`config.mk`:
```
export PLATFORM = sky130hd
export DESIGN_NAME = conv_lbx_ctrl
export DESIGN_NICKNAME = d
export VERILOG_FILES = /design/src/rtl/conv_lbx_ctrl.sv
export SDC_FILE = /design/constraint.sdc
export NUM_CORES = 1
export LEC_CHECK = 0
export ABC_CLOCK_PERIOD_IN_PS = 3570
export BUFFER_PORTS_ARGS = -buffer_cell sky130_fd_sc_hd__clkbuf_2
export CAP_MARGIN = 0
export CORE_UTILIZATION = 50
export CTS_CLUSTER_SIZE = 30
export DETAILED_ROUTE_END_ITERATION = 10
export PLACE_DENSITY = 0.81
export SYNTH_ARGS = -nofsm -noshare
export SYNTH_HDL_FRONTEND = slang
export SYNTH_SLANG_ARGS = --single-unit
```
`constraint.sdc`:
```
create_clock -name clk -period 3.57 [get_ports clk]
set_clock_uncertainty 0.15 [all_clocks]
set_input_delay 0.357 -clock clk [delete_from_list [all_inputs] [get_ports clk]]
set_output_delay 0.357 -clock clk [all_outputs]
set_load 0.01 [all_outputs]
```
`src/rtl/conv_lbx_ctrl.sv`:
```
// Write/read sequencer for the 4-line conv line buffer: round-robin line writes, column pops, column handshake.
// Optional line-width checking is compiled in when CONV_LBX_CTRL_WIDTH_CHK_EN is defined.
package conv_pkg;
   typedef logic [7:0] pixel_t;
endpackage

module conv_lbx_ctrl #(
   parameter int W_MAX       = 4096,
   parameter int PRIME_LINES = 3
) (
   input  logic             clk,
   input  logic             rst,
   input  logic             in_vld_i,
   output logic             in_rdy_o,
   input  conv_pkg::pixel_t in_dat_i,
   input  logic             in_sof_i,
   input  logic             in_eol_i,
   output logic [3:0]       lbx_push_o,
   output logic [3:0]       lbx_pop_o,
   output conv_pkg::pixel_t lbx_dat_o,
   output logic             lbx_sof_o,
   output logic             lbx_eol_o,
   output logic [3:0]       lbx_sel_o,
   output logic             col_vld_o,
   input  logic             col_rdy_i,
   output logic             col_sof_o,
   output logic             col_eol_o,
   output logic             err_o
);

   localparam int            CW        = $clog2(W_MAX + 1);
   localparam logic [CW-1:0] W_MAX_C   = CW'(W_MAX);
   localparam logic [1:0]    PRIME_C   = 2'(PRIME_LINES);
   localparam logic [1:0]    ST_IDLE   = 2'd0;
   localparam logic [1:0]    ST_PRIME  = 2'd1;
   localparam logic [1:0]    ST_STREAM = 2'd2;

   logic [1:0]    state_q, state_d;
   logic [3:0]    wptr_q, wptr_d;
   logic [1:0]    fill_q, fill_d;
   logic [3:0]    filled_q, filled_d;
   logic [CW-1:0] cnt_q, cnt_d;
   logic          sof_pend_q, sof_pend_d;
   logic          col_vld_q, col_vld_d;
   logic          col_sof_q, col_sof_d;
   logic          col_eol_q, col_eol_d;

   logic          stall, acc, sof_acc, wr_en, emit;
   logic          wmax_hit, line_end;
   logic [3:0]    wr_line;
   logic [CW-1:0] cnt_inc;

   assign stall    = col_vld_q & ~col_rdy_i;
   assign in_rdy_o = ~rst & ~stall;
   assign acc      = in_vld_i & in_rdy_o;
   assign sof_acc  = acc & in_sof_i;
   // Outside a frame only a sof pixel is written; everything else is dropped.
   assign wr_en    = acc & ((state_q != ST_IDLE) | in_sof_i);
   assign emit     = acc & (state_q == ST_STREAM) & ~in_sof_i;
   assign wr_line  = sof_acc ? 4'b0001 : wptr_q;
   assign cnt_inc  = (in_sof_i ? '0 : cnt_q) + CW'(1);
   assign wmax_hit = (cnt_inc == W_MAX_C);
   assign line_end = wr_en & (in_eol_i | wmax_hit);

   assign lbx_push_o = wr_en ? wr_line : 4'b0000;
   assign lbx_pop_o  = emit ? (filled_q & ~wptr_q) : 4'b0000;
   assign lbx_dat_o  = wr_en ? in_dat_i : '0;
   assign lbx_sof_o  = wr_en & in_sof_i;
   assign lbx_eol_o  = wr_en & in_eol_i;
   assign lbx_sel_o  = wr_line;
   assign col_vld_o  = col_vld_q;
   assign col_sof_o  = col_sof_q;
   assign col_eol_o  = col_eol_q;

   always_comb begin
      // NOTE: every *_d gets its hold value first, so no path through this block can infer a latch.
      state_d    = state_q;
      wptr_d     = wptr_q;
      fill_d     = fill_q;
      filled_d   = filled_q;
      cnt_d      = cnt_q;
      sof_pend_d = sof_pend_q;
      col_vld_d  = col_vld_q;
      col_sof_d  = col_sof_q;
      col_eol_d  = col_eol_q;

      // A sof restarts the frame from any state; a sof+eol beat then completes line 1 below.
      if (sof_acc) begin
         state_d    = ST_PRIME;
         wptr_d     = 4'b0001;
         fill_d     = 2'd0;
         filled_d   = 4'b0000;
         sof_pend_d = 1'b1;
      end

      if (wr_en)
         cnt_d = line_end ? '0 : cnt_inc;

      if (line_end) begin
         filled_d = filled_d | wr_line;
         wptr_d   = {wr_line[2:0], wr_line[3]};
         if (fill_d != 2'd3)
            fill_d = fill_d + 2'd1;
         if (state_d == ST_PRIME && fill_d == PRIME_C)
            state_d = ST_STREAM;
      end

      if (emit)
         sof_pend_d = 1'b0;

      // A stalled column holds; otherwise the register follows this beat's emit.
      if (!stall) begin
         col_vld_d = emit;
         col_sof_d = emit & sof_pend_q;
         col_eol_d = emit & line_end;
      end
   end

   always_ff @(posedge clk) begin
      // NOTE: state registers use non-blocking assignments so every flop samples pre-edge values.
      if (rst) begin
         state_q    <= ST_IDLE;
         wptr_q     <= 4'b0001;
         fill_q     <= 2'd0;
         filled_q   <= 4'b0000;
         cnt_q      <= '0;
         sof_pend_q <= 1'b0;
         col_vld_q  <= 1'b0;
         col_sof_q  <= 1'b0;
         col_eol_q  <= 1'b0;
      end else begin
         state_q    <= state_d;
         wptr_q     <= wptr_d;
         fill_q     <= fill_d;
         filled_q   <= filled_d;
         cnt_q      <= cnt_d;
         sof_pend_q <= sof_pend_d;
         col_vld_q  <= col_vld_d;
         col_sof_q  <= col_sof_d;
         col_eol_q  <= col_eol_d;
      end
   end

`ifdef CONV_LBX_CTRL_WIDTH_CHK_EN
   logic [CW-1:0] width_q, width_d;
   logic          first_q, first_d;
   logic          err_q, err_d;

   // The first line of each frame sets the reference width; later lines compare against it.
   always_comb begin
      width_d = width_q;
      first_d = first_q;
      err_d   = err_q;
      if (sof_acc)
         first_d = 1'b1;
      if (line_end) begin
         if (first_d) begin
            width_d = cnt_inc;
            first_d = 1'b0;
         end else if (cnt_inc != width_q) begin
            err_d = 1'b1;
         end
      end
      if (wr_en & wmax_hit & ~in_eol_i)
         err_d = 1'b1;
   end

   always_ff @(posedge clk) begin
      if (rst) begin
         width_q <= '0;
         first_q <= 1'b0;
         err_q   <= 1'b0;
      end else begin
         width_q <= width_d;
         first_q <= first_d;
         err_q   <= err_d;
      end
   end

   assign err_o = err_q;
`else
   assign err_o = 1'b0;
`endif

endmodule
```
Word-level counts from Yosys, hierarchy flattened
Cells that the tools add are included.

$add $sub $neg: 2. Equality and inequality tests: 5. Muxes and demuxes: 16. Bitwise gates (word level): 21. Reductions and logical operators: 3.

Operators by type and width (number): $mux 13 (2); $mux 4 (6); $mux 2 (7); $add 13x1->13 const B (1); $eq 13x13->1 const B (1); $and 1x1->1 (12); $mux 8 (1); $and 4x4->4 (1); $eq 2x2->1 const B (2); $not 1->1 (4); $not 4->4 (1); $or 4x4->4 (1); $add 2x1->2 const B (1); $eq 2x1->1 const B (1); $ne 2x2->1 const B (1); $or 1x1->1 (2); $reduce_bool 2->1 (1); $reduce_or 2->1 (1); $logic_and 1x1->1 (1).

Bits in registers: 29. Output and inout port bits: 27. Word-level logic and storage cells: 56.

Depth between registers and ports, before layout
Gate-level depths: netlist (run 1).

Depth after elaboration: 14. Depth in mapped cells: 11.

Worst setup path before layout (run 1)
No wires, ideal clock.

Path type: input to register. Start: in in_sof_i. End: reg wptr_q[1]. Setup time: 0.129 ns. Arrival time: 2.773 ns. Required time: 3.291 ns. Slack: 0.518 ns. Stages on the path: 11. Path buffers: 3. Cells stage by stage: buf_2 > clkbuf_1 > nor2b_1 > ha_1 > nand4_2 > or4_1 > a211o_1 > nor4_4 > a21oi_2 > buf_6 > mux2i_1.

Longest elaborated chain between the ends: 6. Elaborated cells between the ends (all ways): 10. Classes of those cells: add/sub: 1; eq/ne: 1; mux: 3; bitwise: 5.

Ends and longest elaborated chain: start, declared (line 16) `input logic in_sof_i,`; $mux 13 (line 61) `assign cnt_inc = (in_sof_i ? '0 : cnt_q) + CW'(1);`; $add 13x1->13 (line 61); $eq 13x13->1 (line 62) `assign wmax_hit = (cnt_inc == W_MAX_C);`; $or 1x1->1 (line 63) `assign line_end = wr_en & (in_eol_i | wmax_hit);`; $and 1x1->1 (line 63); $mux 4 (*) (line 99) `if (line_end) begin`; end signal, assigned (line 133) `wptr_q <= wptr_d;`; end, declared (line 39) `logic [3:0] wptr_q, wptr_d;`.

Every way passes the cells marked *; elsewhere a longest branch is shown, timed or not. A chain may end at the register's enable or synchronous reset.

Worst setup path after layout (run 1)
Start: reg cnt_q[0]. End: reg fill_q[0].

Longest elaborated chain between the ends: 6.

Ends and longest elaborated chain: start, declared (line 42) `logic [CW-1:0] cnt_q, cnt_d;`; start signal, assigned (line 136) `cnt_q <= cnt_d;`; $mux 13 (line 61); $add 13x1->13 (line 61); $eq 13x13->1 (line 62); $or 1x1->1 (line 63); $and 1x1->1 (line 63); $mux 2 (line 99); end signal, assigned (line 134) `fill_q <= fill_d;`; end, declared (line 40) `logic [1:0] fill_q, fill_d;`.

Every way passes these cells.

==> results of run 1 <==
-- sequential cells by signal, indices dropped and copies added, names as in the netlist --
| signal | count |
|---|---|
| cnt_q | 13 |
| col_eol_o | 1 |
| col_sof_o | 1 |
| col_vld_o | 1 |
| fill_q | 2 |
| filled_q | 4 |
| sof_pend_q | 1 |
| state_q | 2 |
| wptr_q | 4 |
-- synthesized netlist by cell type, types with 4 or more instances --
cell type,n,area (µm²)
a22oi_1,4,30.0
nand3_1,12,60.1
nor2b_1,5,31.3
buf_2,4,20.0
o21ai_0,6,30.0
nor3b_1,6,45.0
mux2i_1,4,40.0
o21ai_1,6,30.0
dfxtp_1,29,581
nand4_1,4,25.0
and2_1,11,68.8
clkbuf_1,7,26.3
nor2_1,24,90.1
a21oi_1,5,25.0
inv_1,10,37.5
nand2_1,18,67.6
-- through the flow --
step	hold WS [ns]	power (mW)	std cells	util
after detailed placement	0.291	0.401	283	0.603
final	0.273	0.661	290	0.626
after global placement	0.286	0.400	283	0.603
after global routing	0.272	0.688	290	0.626
after CTS	0.272	0.661	290	0.626
after floorplan	0.272	0.379	211	-
-- area by class of cell --
cell class                 instances  area [µm²]
clock buffer                       5        37.5
clock inverter                     2        35.0
fill                             300        1170
inverter                          10        37.5
multi-input combinational        158         995
sequential                        29         581
tap                               44        55.1
timing repair buffer              42         218
-- metal layers --
layer | track usage | wire, µm | vias up
li1 | - | - | 834
met1 | 0.323 | 1800 | 799
met2 | 0.403 | 1930 | 59
met3 | 0.0649 | 288 | 4
met4 | 0.0930 | 53 | 0
met5 | 0 | 0 | -
-- worst paths after layout --
kind	endpoint	cells after the start	slack, ns
worst max-delay path	fill_q[0]	8	0.60
worst min-delay path	col_vld_o	3	0.27
worst max register to register	fill_q[0]	8	0.60
worst min register to register	filled_q[1]	2	0.30
-- critical path, stage by stage, from the launching register on --
cell and delay, ns:
dfxtp_1 0.39, nor2b_1 0.20, ha_1 0.30, nand4_2 0.18
or4_1 0.51, a211o_1 0.34, nor4_4 0.37, a21oi_2 0.24
mux2i_1 0.17
-- logic make-up (layout without fill, tap and decap cells) --
logic type	count (synthesis)	after routing	synth area share
AND/OR/NAND/NOR	98	98	0.323
AO/OA/AOI/OAI	49	49	0.206
flip-flops	29	29	0.347
buffers and inverters	24	59	0.0635
multiplexers	5	5	0.0306
XOR/XNOR	4	4	0.0209
adder cells (fa/ha/maj)	1	1	0.00747
other	1	1	0.00224
-- report_power, final --
group / internal [mW] / total [mW] / switching (mW)
combinational: 0.0232 / 0.0615 / 0.0383
sequential: 0.328 / 0.332 / 0.00371
clock: 0.142 / 0.268 / 0.125
total: 0.494 / 0.661 / 0.168
==> impl_metrics.ini, run 1 <==
[outcome]
outcome = finished clean

[die]
core_area_um2 = 3130
initial_core_util = 0.536
die_h_um = 59.9
ioPinCount = 41
rows = 20
die_area_um2 = 3590
die_w_um = 59.9

[routing]
dr_total_vias = 1696
ant_nets = 0
wire_per_inst_um = 14.1
dr.pass1.iters = 5
totalWireLength_um = 4080
drt-initial-drc-count = 101
drc = 0
via_per_inst = 5.85

[synthesis]
synth_cell_types = 52
synth.avg_cell_area_um2 = 7.94
synthCells = 211
synth_flop_cell = dfxtp_1
synthArstFlopShare = 0
yosys_warnings = 0
syn_nets = 226
synth-seq-cells = 29
synth.cell_area_um2 = 1680
synth_edf_count = 0
yosysSeqAreaShare = 0.347

[timing]
setup_tns_ns = 0
max-slew-margin-rel = 0.448
fmax_ghz = 0.337
tightest_slew_ns = 0.817
final_hold_viol_count = 0
grt_setup_unrepaired = false
setup_viol = 0
finalCriticalPeriod_ns = 2.97
post-route-period-util = 0.831
drv_slew = 0
final.setup.worst_slack_ns = 0.602

[cts]
cts_sinks = 29
htree_levels = 2
clk_latency_ns = 0.34
clkTransAtPathRegs_ns = 0.10
cts_setup_buffers = 0
post_cts_resized = 0
cts_buffer_depth = 2
numCtsBuffers = 5
cts_tree = done
root_buffer = clkbuf_4
holdBufCountCts = 0

[place]
post-dp-hpwl_um = 2910
numPortBuffers = 39
routabilityCongestion = 0.831
placed_area_um2 = 1890
place_ws_ns = 0.556

[setup_path]
r2r_start = cnt_q[0]
worstSetupStartpointType = register
path_max_fanout = 11
worstPathRequired_ns = 3.64
critPathKind = reg2reg
cp-startpoint = cnt_q[0]
end_kind = register
critPathArrivalTime_ns = 3.04

[power_and_ir_drop]
power.leakage_nw = 0.804
power_density_nw_per_um2 = 338
ir_drop_mv = 0.222

[layout]
drive_above_1_share = 0.228
final_area_um2 = 1960
area_growth_pct = 16.9
num_antenna_cells = 0
layout_common_cells = 39 x clkbuf_2, 29 x dfxtp_1, 24 x nor2_1
final_nets = 261
layout_commonest_cell = clkbuf_2

[global_route]
grt_usage = 0.251
grt_max_degree = 21
overflow = 0
antenna_found_initial = 0
first_global_vias = 1417
grt_pass1_wl_um = 6690

[hold_path]
hp-start = col_rdy_i
worstHoldPathType = in2reg

[run]
maxCapViolCount = 0
Note: power is estimated with default switching activity, not from simulation.
==> run 2: changes to the inputs <==
==> config.mk (replaced) <==
export PLATFORM = sky130hd
export DESIGN_NAME = conv_lbx_ctrl
export DESIGN_NICKNAME = d
export VERILOG_FILES = /design/src/rtl/conv_lbx_ctrl.sv
export SDC_FILE = /design/constraint.sdc
export NUM_CORES = 1
export LEC_CHECK = 0
export ABC_CLOCK_PERIOD_IN_PS = 2470
export BUFFER_PORTS_ARGS = -buffer_cell sky130_fd_sc_hd__clkbuf_2
export CAP_MARGIN = 0
export CORE_UTILIZATION = 48
export CTS_CLUSTER_SIZE = 30
export DETAILED_ROUTE_END_ITERATION = 10
export PLACE_DENSITY = 0.82
export SYNTH_ARGS = -nofsm -noshare
export SYNTH_HDL_FRONTEND = slang
export SYNTH_SLANG_ARGS = --single-unit
==> constraint.sdc (replaced) <==
create_clock -name clk -period 2.47 [get_ports clk]
set_clock_uncertainty 0.15 [all_clocks]
set_input_delay 0.247 -clock clk [delete_from_list [all_inputs] [get_ports clk]]
set_output_delay 0.247 -clock clk [all_outputs]
set_load 0.01 [all_outputs]
==> impl_metrics.ini, run 2 (synthesized netlist as in run 1, its figures left out) <==
[global_route]
grt_max_degree = 20
grt_usage = 0.243
first_global_vias = 1468
antenna_found_initial = 0
grt_pass1_wl_um = 6660
overflow = 0

[layout]
largest_reg_flops = 13
layout_commonest_cell = clkbuf_2
final_area_um2 = 2240
reg_top3 = cnt_q: 13 flops, filled_q: 4 flops, wptr_q: 4 flops
num_antenna_cells = 0
layout.cells.non_filler = 316
layout_common_cells = 39 x clkbuf_2, 27 x dfxtp_1, 24 x nor2_1, 24 x buf_4, 18 x nand2_1
drive_above_1_share = 0.344
max_flop_register = cnt_q
fin_util = 0.672
final_nets = 284
area_growth_pct = 33.9

[power_and_ir_drop]
power_density_nw_per_um2 = 445
finalPower_mw = 0.999
p_sw_mw = 0.239
power_frac_seq = 0.480
p_clk_frac = 0.413
intPower_mw = 0.760
combPwrFrac = 0.107
switching_share = 0.239
ir_drop_mv = 0.333
power.leakage_nw = 0.953

[hold_path]
worstHoldPathType = in2reg

[timing]
holdWs_ns = 0.223
final_hold_viol_count = 0
setup_tns_ns = -0.0239
finalCriticalPeriod_ns = 2.48
fmax_ghz = 0.403
setup_viol = 4
post-route-period-util = 1.01
final.setup.worst_slack_ns = -0.0144
tightest_slew_ns = 0.656
max-slew-margin-rel = 0.557
drv_slew = 0
grt_setup_unrepaired = true

[place]
dp.cells = 306
routabilityCongestion = 0.886
place_ws_ns = -0.0723
numPortBuffers = 39
placed_area_um2 = 2080
post-dp-hpwl_um = 3140

[routing]
via_per_inst = 5.67
drt-initial-drc-count = 178
dr.pass1.iters = 7
totalWireLength_um = 4400
wire_per_inst_um = 13.9
drc = 0
ant_nets = 0
dr_total_vias = 1791

[cts]
clk_latency_ns = 0.33
htree_levels = 2
numCtsBuffers = 5
cts_buffer_depth = 2
cts_tree = done
clkTransAtPathRegs_ns = 0.09
root_buffer = clkbuf_4
cts_sinks = 29

[die]
die_area_um2 = 3730
core_area_um2 = 3340
die_h_um = 61.1
die_w_um = 61.1
ioPinCount = 41
initial_core_util = 0.502
rows = 21

[run]
maxCapViolCount = 0

[setup_path]
worstPathRequired_ns = 2.54
critPathArrivalTime_ns = 2.55
path_max_fanout = 5
critPathKind = reg2reg
worstSetupStartpointType = register
end_kind = register

[outcome]
failed_checks = negative setup slack
outcome = finished with violations
run 2: layout make-up:
class / instances / area (µm²)
sequential: 29 / 583
timing repair buffer: 65 / 398
fill: 305 / 1090
multi-input combinational: 158 / 1080
inverter: 10 / 37.5
clock buffer: 6 / 51.3
tap: 46 / 57.6
clock inverter: 2 / 37.5
run 2: path summary, 6_finish.rpt:
path / start / to / slack, ns / cells after the start
max: cnt_q[1] / cnt_q[2] / -0.01 / 8
max reg2reg: cnt_q[1] / cnt_q[2] / -0.01 / 8
min: in_eol_i / cnt_q[8] / 0.22 / 4
min reg2reg: filled_q[0] / filled_q[0] / 0.30 / 2
run 2: repair_timing:
item,4_1_cts,5_1_grt
hold buffers,0,0
endpoints found under the setup margin,8,33
buffers inserted,0,2
gates resized for setup,2,11
pin swaps,1,7
run 2: critical path, stage by stage, from the launching register on:
cell and delay (ns):
dfxtp_2 0.35, nor2b_4 0.16, ha_4 0.15, nand4_4 0.07
or4_1 0.53, a211o_1 0.30, nor4_4 0.26, a21o_1 0.29
o32ai_1 0.11
run 2: layer usage:
| layer | GRT usage | wire [µm] | share of wire | up-vias |
|---|---|---|---|---|
| met4 | 0.0877 | 36 | 0.0082 | 0 |
| met3 | 0.0630 | 262 | 0.060 | 7 |
| met5 | 0 | 0 | 0 | - |
| met2 | 0.390 | 2120 | 0.48 | 76 |
| li1 | - | - | - | 882 |
| met1 | 0.317 | 1970 | 0.45 | 826 |
run 2: power by group through the flow:
stage / Combinational (mW) / Sequential [mW] / Clock [mW]
2_1_floorplan: 0.0662 / 0.489 / 0
3_3_place_gp: 0.100 / 0.490 / 0
3_5_place_dp: 0.101 / 0.490 / 0
4_1_cts: 0.102 / 0.479 / 0.418
5_1_grt: 0.117 / 0.480 / 0.437
6_report: 0.107 / 0.479 / 0.412
==> run 3: changes to the inputs <==
--- a/config.mk
+++ b/config.mk
@@ -11,7 +11,7 @@
 export CORE_UTILIZATION = 48
 export CTS_CLUSTER_SIZE = 30
 export DETAILED_ROUTE_END_ITERATION = 10
-export PLACE_DENSITY = 0.82
+export PLACE_DENSITY_LB_ADDON = 0.2
 export SYNTH_ARGS = -nofsm -noshare
 export SYNTH_HDL_FRONTEND = slang
 export SYNTH_SLANG_ARGS = --single-unit
==> impl_metrics.ini, run 3 (synthesized netlist as in run 1, its figures left out) <==
[die]
ioPinCount = 41
die_area_um2 = 3730
initial_core_util = 0.502
rows = 21
core_area_um2 = 3340
die_h_um = 61.1
die_w_um = 61.1

[place]
placed_area_um2 = 2110
numPortBuffers = 39
post-dp-hpwl_um = 3270
place_ws_ns = -0.0514
routabilityCongestion = 0.917

[global_route]
grt_max_degree = 19
antenna_found_initial = 0
grt_pass1_wl_um = 7110
overflow = 0
grt_usage = 0.260
first_global_vias = 1509

[cts]
cts_sinks = 29
cts_buffer_depth = 2
htree_levels = 2
clk_latency_ns = 0.33
root_buffer = clkbuf_4
clkTransAtPathRegs_ns = 0.09
cts_tree = done
numCtsBuffers = 5
holdBufCountCts = 0

[setup_path]
path_max_fanout = 11
worstPathRequired_ns = 2.57
path_cells = nor2b_4 > ha_4 > nand4_4 > or4_1 > a211o_1 > nor4_4 > a21oi_2 > buf_12 > mux2i_1
worstSetupStartpointType = register
cp_slowest_cell = or4_1
path_depth = 9
cp-startpoint = cnt_q[1]
r2r_start = cnt_q[1]
critPathTopFamily = simple AND/OR/NAND/NOR gates
critPathKind = reg2reg
critical_path_buf_inv_count = 1
critPathArrivalTime_ns = 2.57
reg2regPathDepth = 9
end_kind = register
critPathMaxStageDelay_ns = 0.52

[run]
maxCapViolCount = 0

[routing]
ant_nets = 0
dr_total_vias = 1778
totalWireLength_um = 4490
via_per_inst = 5.59
drt-initial-drc-count = 126
wire_per_inst_um = 14.1
drc = 0
dr.pass1.iters = 4

[power_and_ir_drop]
p_sw_mw = 0.239
intPower_mw = 0.762
power.leakage_nw = 0.959
power_density_nw_per_um2 = 447
power_frac_seq = 0.478
ir_drop_mv = 0.305
combPwrFrac = 0.110
switching_share = 0.239
p_clk_frac = 0.412

[layout]
area_growth_pct = 33.8
num_antenna_cells = 0
largest_reg_flops = 13
final_nets = 286
fin_util = 0.672
layout_commonest_cell = clkbuf_2
max_flop_register = cnt_q
layout_common_cells = 39 x clkbuf_2, 27 x dfxtp_1, 27 x buf_4
reg_top3 = cnt_q: 13 flops, filled_q: 4 flops, wptr_q: 4 flops
drive_above_1_share = 0.338
num-fill-cells = 290
final_area_um2 = 2240

[timing]
holdWs_ns = 0.208
drv_slew = 0
post-route-period-util = 0.997
max-slew-margin-rel = 0.570
grt_setup_unrepaired = true
final_hold_viol_count = 0
setup_viol = 0
fmax_ghz = 0.406
finalCriticalPeriod_ns = 2.46
setup_tns_ns = 0
tightest_slew_ns = 0.637
final.setup.worst_slack_ns = 0.00657

[outcome]
outcome = finished clean

[hold_path]
whs_path_depth = 4
hp-start = in_eol_i
worstHoldPathType = in2reg
## run 3: area by class of cell
cell class              count  area (µm²)  share of cell area
clock buffers               7        55.1              0.0246
multi-input cells         158        1060               0.473
inverters                  10        37.5              0.0167
repair buffers             67         418               0.186
clock inverters             1        30.0              0.0134
well taps                  46        57.6              0.0257
flip-flops and latches     29         583               0.260
## run 3: routing by layer
layer / vias to the layer above / track usage / part of all wire
li1: 886 / - / -
met1: 823 / 0.386 / 0.48
met2: 63 / 0.373 / 0.44
met3: 6 / 0.0630 / 0.065
met4: 0 / 0.0779 / 0.012
met5: - / 0 / 0
## run 3: final timing paths
path	to	slack [ns]
hold reg to reg	filled_q[1]	0.30
hold / removal	cnt_q[8]	0.21
setup reg to reg	wptr_q[3]	0.007
setup / recovery	wptr_q[3]	0.007
## run 3: stage by stage
step	cells	power (mW)
after floorplan	211	0.556
after global placement	308	0.593
after detailed placement	308	0.595
after CTS	316	1.01
after global routing	318	1.05
final	318	1.00
## run 3: timing repair
action,4_1_cts,5_1_grt
resized for setup,2,7
pin swaps,0,4
setup endpoints to repair,2,31
hold endpoints to repair,0,0
setup buffers,0,2
cloned,0,0
## run 3: worst register-to-register path, stage by stage, from the launching register on
cell,delay (ns)
dfxtp_2,0.34
nor2b_4,0.15
ha_4,0.16
nand4_4,0.07
or4_1,0.52
a211o_1,0.30
nor4_4,0.25
a21oi_2,0.12
buf_12,0.16
mux2i_1,0.17
## run 3: power by group through the flow
stage	logic (mW)	clock network [mW]	registers (mW)
CTS	0.106	0.424	0.479
global route	0.121	0.446	0.480
global placement	0.104	0	0.489
floorplan	0.0662	0	0.489
detailed placement	0.105	0	0.490
finish	0.110	0.412	0.479
